===== src/rtl/uart_pkg.sv =====
// Shared UART definitions: FSM states, framing constants and the baud divider calculation.
package uart_pkg;

  typedef enum logic [2:0] {
    IDLE,
    LEAD,
    START,
    DATA,
    STOP
  } state_t;

  localparam int OVERSAMPLE = 16;
  localparam int DATA_BITS  = 8;

  function automatic int calc_baud_div(input int clk_freq, input int baud_rate);
    return clk_freq / (baud_rate * OVERSAMPLE);
  endfunction

endpackage


===== src/rtl/uart_baud_gen.sv =====
// Oversampling tick generator: counts 0..BAUD_DIV-1 while enabled, one-clock tick on the last count.
module uart_baud_gen #(
  parameter int BAUD_DIV = 325
) (
  input  logic clk,
  input  logic reset,
  input  logic clear,
  input  logic en,
  output logic tick
);

  localparam int W = (BAUD_DIV > 1) ? $clog2(BAUD_DIV) : 1;
  localparam logic [W-1:0] LAST = W'(BAUD_DIV - 1);

  logic [W-1:0] cnt;

  always_ff @(posedge clk) begin
    if (reset || clear) begin
      cnt <= '0;
    end else if (en) begin
      cnt <= (cnt == LAST) ? '0 : cnt + W'(1);
    end
  end

  assign tick = en && (cnt == LAST);

endmodule


===== src/rtl/uart_tx_8n1.sv =====
// 8N1 UART transmitter with a one-bit idle guard before each start bit.
// Frame occupies 11 bit periods; tx and tx_busy are both registered.
module uart_tx_8n1
  import uart_pkg::*;
#(
  parameter int CLK_FREQ  = 50_000_000,
  parameter int BAUD_RATE = 9600
) (
  input  logic       clk,
  input  logic       reset,
  input  logic [7:0] tx_in,
  input  logic       tx_en,
  output logic       tx,
  output logic       tx_busy
);

  localparam int BAUD_DIV = calc_baud_div(CLK_FREQ, BAUD_RATE);
  localparam logic [3:0] LAST_TICK = 4'(OVERSAMPLE - 1);
  localparam logic [2:0] LAST_BIT  = 3'(DATA_BITS - 1);

  state_t     state, state_d;
  logic [3:0] tick_cnt, tick_cnt_d;
  logic [2:0] bit_idx, bit_idx_d;
  logic [7:0] shift, shift_d;
  logic       tx_d, busy_d, accept, running, tick, bit_end;

  assign running = (state != IDLE);
  assign bit_end = tick && (tick_cnt == LAST_TICK);

  // Divider is cleared on acceptance so every bit boundary is frame-aligned.
  uart_baud_gen #(.BAUD_DIV(BAUD_DIV)) u_baud (
    .clk  (clk),
    .reset(reset),
    .clear(accept),
    .en   (running),
    .tick (tick)
  );

  always_ff @(posedge clk) begin
    if (reset) begin
      state    <= IDLE;
      tick_cnt <= '0;
      bit_idx  <= '0;
      shift    <= '0;
      tx       <= 1'b1;
      tx_busy  <= 1'b0;
    end else begin
      state    <= state_d;
      tick_cnt <= tick_cnt_d;
      bit_idx  <= bit_idx_d;
      shift    <= shift_d;
      tx       <= tx_d;
      tx_busy  <= busy_d;
    end
  end

  always_comb begin
    state_d    = state;
    tick_cnt_d = tick_cnt;
    bit_idx_d  = bit_idx;
    shift_d    = shift;
    accept     = 1'b0;

    if (state == IDLE) begin
      if (tx_en) begin
        accept     = 1'b1;
        state_d    = LEAD;
        shift_d    = tx_in;
        tick_cnt_d = '0;
        bit_idx_d  = '0;
      end
    end else if (tick) begin
      tick_cnt_d = tick_cnt + 4'd1;
      if (bit_end) begin
        case (state)
          LEAD:  state_d = START;
          START: state_d = DATA;
          DATA: begin
            shift_d = shift >> 1;
            if (bit_idx == LAST_BIT) begin
              state_d = STOP;
            end else begin
              bit_idx_d = bit_idx + 3'd1;
            end
          end
          STOP:    state_d = IDLE;
          default: state_d = IDLE;
        endcase
      end
    end
  end

  // Line level is derived from the state being entered so it lands on the same edge.
  always_comb begin
    tx_d   = 1'b1;
    busy_d = (state_d != IDLE);
    case (state_d)
      START:   tx_d = 1'b0;
      DATA:    tx_d = shift_d[0];
      default: tx_d = 1'b1;
    endcase
  end

endmodule


===== config.mk =====
export PLATFORM = sky130hd
export DESIGN_NAME = uart_tx_8n1
export DESIGN_NICKNAME = d
export VERILOG_FILES = /design/src/rtl/uart_pkg.sv /design/src/rtl/uart_baud_gen.sv /design/src/rtl/uart_tx_8n1.sv
export SDC_FILE = /design/constraint.sdc
export NUM_CORES = 1
export LEC_CHECK = 0
export CAP_MARGIN = 20
export CORE_UTILIZATION = 41
export DETAILED_ROUTE_END_ITERATION = 8
export GPL_TIMING_DRIVEN = 0
export PLACE_DENSITY = 0.66
export SETUP_SLACK_MARGIN = 0.05
export SLEW_MARGIN = 10
export SYNTH_ARGS = -nofsm -noshare
export SYNTH_HDL_FRONTEND = slang
export SYNTH_SLANG_ARGS = --single-unit

===== constraint.sdc =====
create_clock -name clk -period 2.2 [get_ports clk]
set_clock_uncertainty 0.1 [all_clocks]
set_input_delay 0.55 -clock clk [delete_from_list [all_inputs] [get_ports clk]]
set_output_delay 0.55 -clock clk [all_outputs]
set_load 0.01 [all_outputs]

==> summary.txt <==
Place
  – DP Area: approximately 0.0017 mm²
  – Placed insts: around 230
  – Dpl ws: -0.3425 ns
  – PortBufs: 12
  – Gp weighted congestion: 0.7635
  – DP HPWL: 2158 µm

Synthesis
  – Net count after synthesis: around 190
  – Synth Area in Simple Gates: 0.2829
  – YS warnings: 0
  – Seq cells post-synth: 29
  – Post-Synth XOR/XNOR Area: 0.03494
  – Cells after Synth: 171
  – Unique cell type count in the Yosys netlist: 41
  – Post-synthesis compound-gate area fraction: 0.1564
  – Post-Synth Adder-Cell Area: 0.04160
  – Post-synthesis mux area share: 0.04659
  – Synthesized area: about 0.0015 mm²
  – Mapped Avg Cell Area: slightly below 9 µm²
  – Post-synthesis sequential area ratio: 0.3860
  – Largest family of logic cells by synthesized area: simple AND/OR/NAND/NOR gates

Critical path
  – Path type of the worst setup path: register to register
  – Reg2Reg Launch Point: tick_cnt[0]$_SDFFE_PP0P_
  – Crit path largest cell delay: ~0.48 ns
  – CP Data Required Time: 2.32 ns
  – Critical Path Source Type: register
  – Crit path max fanout: 10
  – CP Data Arrival Time: 2.16 ns
  – Delay-heaviest family, CP: simple AND/OR/NAND/NOR gates
  – Critical path, cell by cell: ha_2 -> and3_1 -> buf_2 -> or4b_4 -> buf_6 -> o32ai_2 -> nor3_2
  – Setup crit end kind: register
  – FF-to-FF setup slack: ~0.16 ns
  – Reg2Reg Depth: 7
  – Reg2reg end: shift[0]$_SDFF_PP0_
  – Buf+Inv Stages, Crit Path: 2
  – CP max stage cell: or4b_4

CTS
  – Clock latency on the worst-skew pair: ~0.33 ns
  – CTS Buf Count: 5
  – Clock sinks: 29
  – Clk Tree Root Cell: clkbuf_4
  – Post-CTS Setup Inserts: 0
  – CTS tree: yes
  – Longest Clk Path Bufs: 2
  – H-tree Lvls: 2
  – Clk slew on worst S/H paths: 0.09 ns

Routing
  – Iteration-0 DRC Markers: between 80 and 90
  – Vias/cell: about 5.5
  – Routed WL: about 3000 µm
  – Via Count: about 1300
  – First-pass iteration count of the detailed router: 4
  – # DRC: 0
  – Routed len/inst: about 13 µm
  – Remaining antenna violation count: 0

Hold path
  – Hold Crit Depth: 2
  – Worst hold endpoint: shift[7]$_SDFFE_PP0P_
  – Hold_sp: shift[7]$_SDFFE_PP0P_
  – Worst min path class: register to register

Global route
  – Global-route wire length before repair: around 5400 µm
  – GRT overflow: 0
  – Largest net degree at the start of global routing: 11
  – Initial antenna violation count: 0
  – GRT Overall Usage: 0.1708
  – Vias in the first global route: 1168

Floorplanning
  – # rows: 21
  – Core Area: 0.003416 mm²
  – Die area: 0.003914 mm²
  – # IOs: 13
  – Vert. Die Dim: around 63 µm
  – Die X: ~63 µm
  – Initial Util: 0.4403

Outcome
  – Status: completed

STA
  – # setup viols final: 0
  – RSZ-0062 raised after global routing: no
  – Worst Slack Setup Final: around 0.16 ns
  – Hold WS: approximately 0.38 ns
  – Final Hold Fails: 0
  – Final Max Slew Viols: 0
  – Final min period: 2.038 ns
  – FMAX: roughly 500 MHz
  – Worst-margin pin slew: about 0.48 ns
  – Slew HR: 0.6822
  – Fin crit share: 0.9266

Cells and area
  – Post-route cell area: roughly 0.0018 mm²
  – Layout overhead on the synthesized area: 18.14%
  – Share of cells above drive strength 1: 0.1534
  – Diodes inserted: 0
  – Non-Filler Instances: between 200 and 250
  – Total Nets Final: approximately 200

Pwr
  – Pwr/cell area: between 500 and 600 mW/mm²
  – Lkg Pwr: between 0.0006 and 0.0007 µW
  – Final Power: ~1000 µW
  – Worst VDD drop: 0.4078 mV

Flow run
  – Max-capacitance violation count: 0
==> how the worst max path moves through the flow <==
stage / cells after the start / startpoint / end / slack (ns)
floorplan: 7 / tick_cnt[0]$_SDFFE_PP0P_ / shift[0]$_SDFF_PP0_ / 0.24
global placement: 6 / reset / tx_busy$_SDFF_PP0_ / -0.34
detailed placement: 6 / reset / tx_busy$_SDFF_PP0_ / -0.34
CTS: 7 / tx_en / u_baud.cnt[0]$_SDFFE_PP0N_ / 0.06
global route: 8 / tick_cnt[0]$_SDFFE_PP0P_ / bit_idx[2]$_SDFFE_PP0P_ / 0.04
finish: 7 / tick_cnt[0]$_SDFFE_PP0P_ / shift[0]$_SDFF_PP0_ / 0.16
==> cell usage after synthesis, drive strengths merged <==
master,number,area share
and3,4,0.017
clkbuf,5,0.012
nor2b,2,0.0083
nand4b,1,0.0058
a311oi,1,0.0058
a32oi,1,0.0058
and4,1,0.0058
nand2,7,0.017
ha,5,0.042
o32ai,1,0.011
or3,4,0.017
nand3b,2,0.010
a22oi,1,0.0050
dfxtp,29,0.39
mux2i,7,0.047
a21oi,15,0.050
and2,2,0.0083
nand4,3,0.012
inv,6,0.015
a211oi,4,0.020
nand4bb,2,0.029
o21ai,4,0.013
or3b,1,0.0058
a31oi,1,0.0042
o21bai,1,0.0050
a41oi,1,0.0058
or4b,2,0.013
nor3,4,0.027
xor2,6,0.035
o211ai,5,0.025
nand3,9,0.030
nand2b,1,0.0042
buf,6,0.024
nor2,26,0.072
o2bb2ai,1,0.0058
==> flip-flops by register name (all words and copies together) (netlist names) <==
| register | cells |
|---|---|
| state | 3 |
| shift | 8 |
| u_baud.cnt | 9 |
| tx_busy | 1 |
| tx | 1 |
| tick_cnt | 4 |
| bit_idx | 3 |
==> cell usage in the layout (no fill, tap or decap), drive strengths merged <==
| master | count |
|---|---|
| a211oi | 4 |
| a21oi | 15 |
| a22oi | 1 |
| a311oi | 1 |
| a31oi | 1 |
| a32oi | 1 |
| a41oi | 1 |
| and2 | 2 |
| and3 | 4 |
| and4 | 1 |
| buf | 7 |
| clkbuf | 9 |
| clkdlybuf4s50 | 12 |
| clkinv | 1 |
| dfxtp | 29 |
| ha | 5 |
| inv | 6 |
| mux2i | 7 |
| nand2 | 7 |
| nand2b | 1 |
| nand3 | 9 |
| nand3b | 2 |
| nand4 | 3 |
| nand4b | 1 |
| nand4bb | 2 |
| nor2 | 26 |
| nor2b | 2 |
| nor3 | 4 |
| o211ai | 5 |
| o21ai | 4 |
| o21bai | 1 |
| o2bb2ai | 1 |
| o32ai | 1 |
| or3 | 4 |
| or3b | 1 |
| or4b | 2 |
| xor2 | 6 |
==> timing repair <==
item,4_1_cts,5_1_grt
gates resized for setup,1,10
hold buffers,0,0
pin swaps,0,1
setup endpoints to repair,1,14
==> through the flow <==
step | util | setup TNS, ns
finish | 0.5201 | 0
global placement | 0.4923 | -1.917
detailed placement | 0.4923 | -2.146
global route | 0.5201 | 0
floorplan | - | 0
CTS | 0.5132 | 0
==> layout make-up <==
class	count	area [µm²]
fill	344	1639
multi-input combinational	125	872.1
sequential	29	585.6
timing repair buffer	12	120.1
clock buffer	7	65.06
tap	46	57.56
buffer	9	48.80
inverter	6	22.52
clock inverter	1	5.005
==> logic make-up (layout without fill, tap and decap cells) <==
kind of cell    after synthesis  after routing
mux                           7              7
buf+inv                      17             35
flops                        29             29
fa+ha+maj                     5              5
xor+xnor                      6              6
simple gates                 71             71
compound gates               36             36
==> tightest hold or removal path: cells and delay by family, from the launching register on <==
family	cells	cell delay [ns]
AO/OA/AOI/OAI	1	0.06
flip-flops	1	0.32
AND/OR/NAND/NOR	1	0.06
==> per-layer routing <==
metal,vias to the layer above,wire length [µm],GRT usage
li1,648,-,-
met5,-,0,0
met2,37,1304,0.2473
met1,600,1482,0.2376
met3,5,148,0.05109
met4,0,53,0.06105
==> power by group <==
group	leakage [µW]	internal [µW]	switching [µW]
clock	0.0000413	185	181
sequential	0.000237	540	13.2
combinational	0.000407	54.1	63.2
Note: power is estimated with default switching activity, not from simulation.
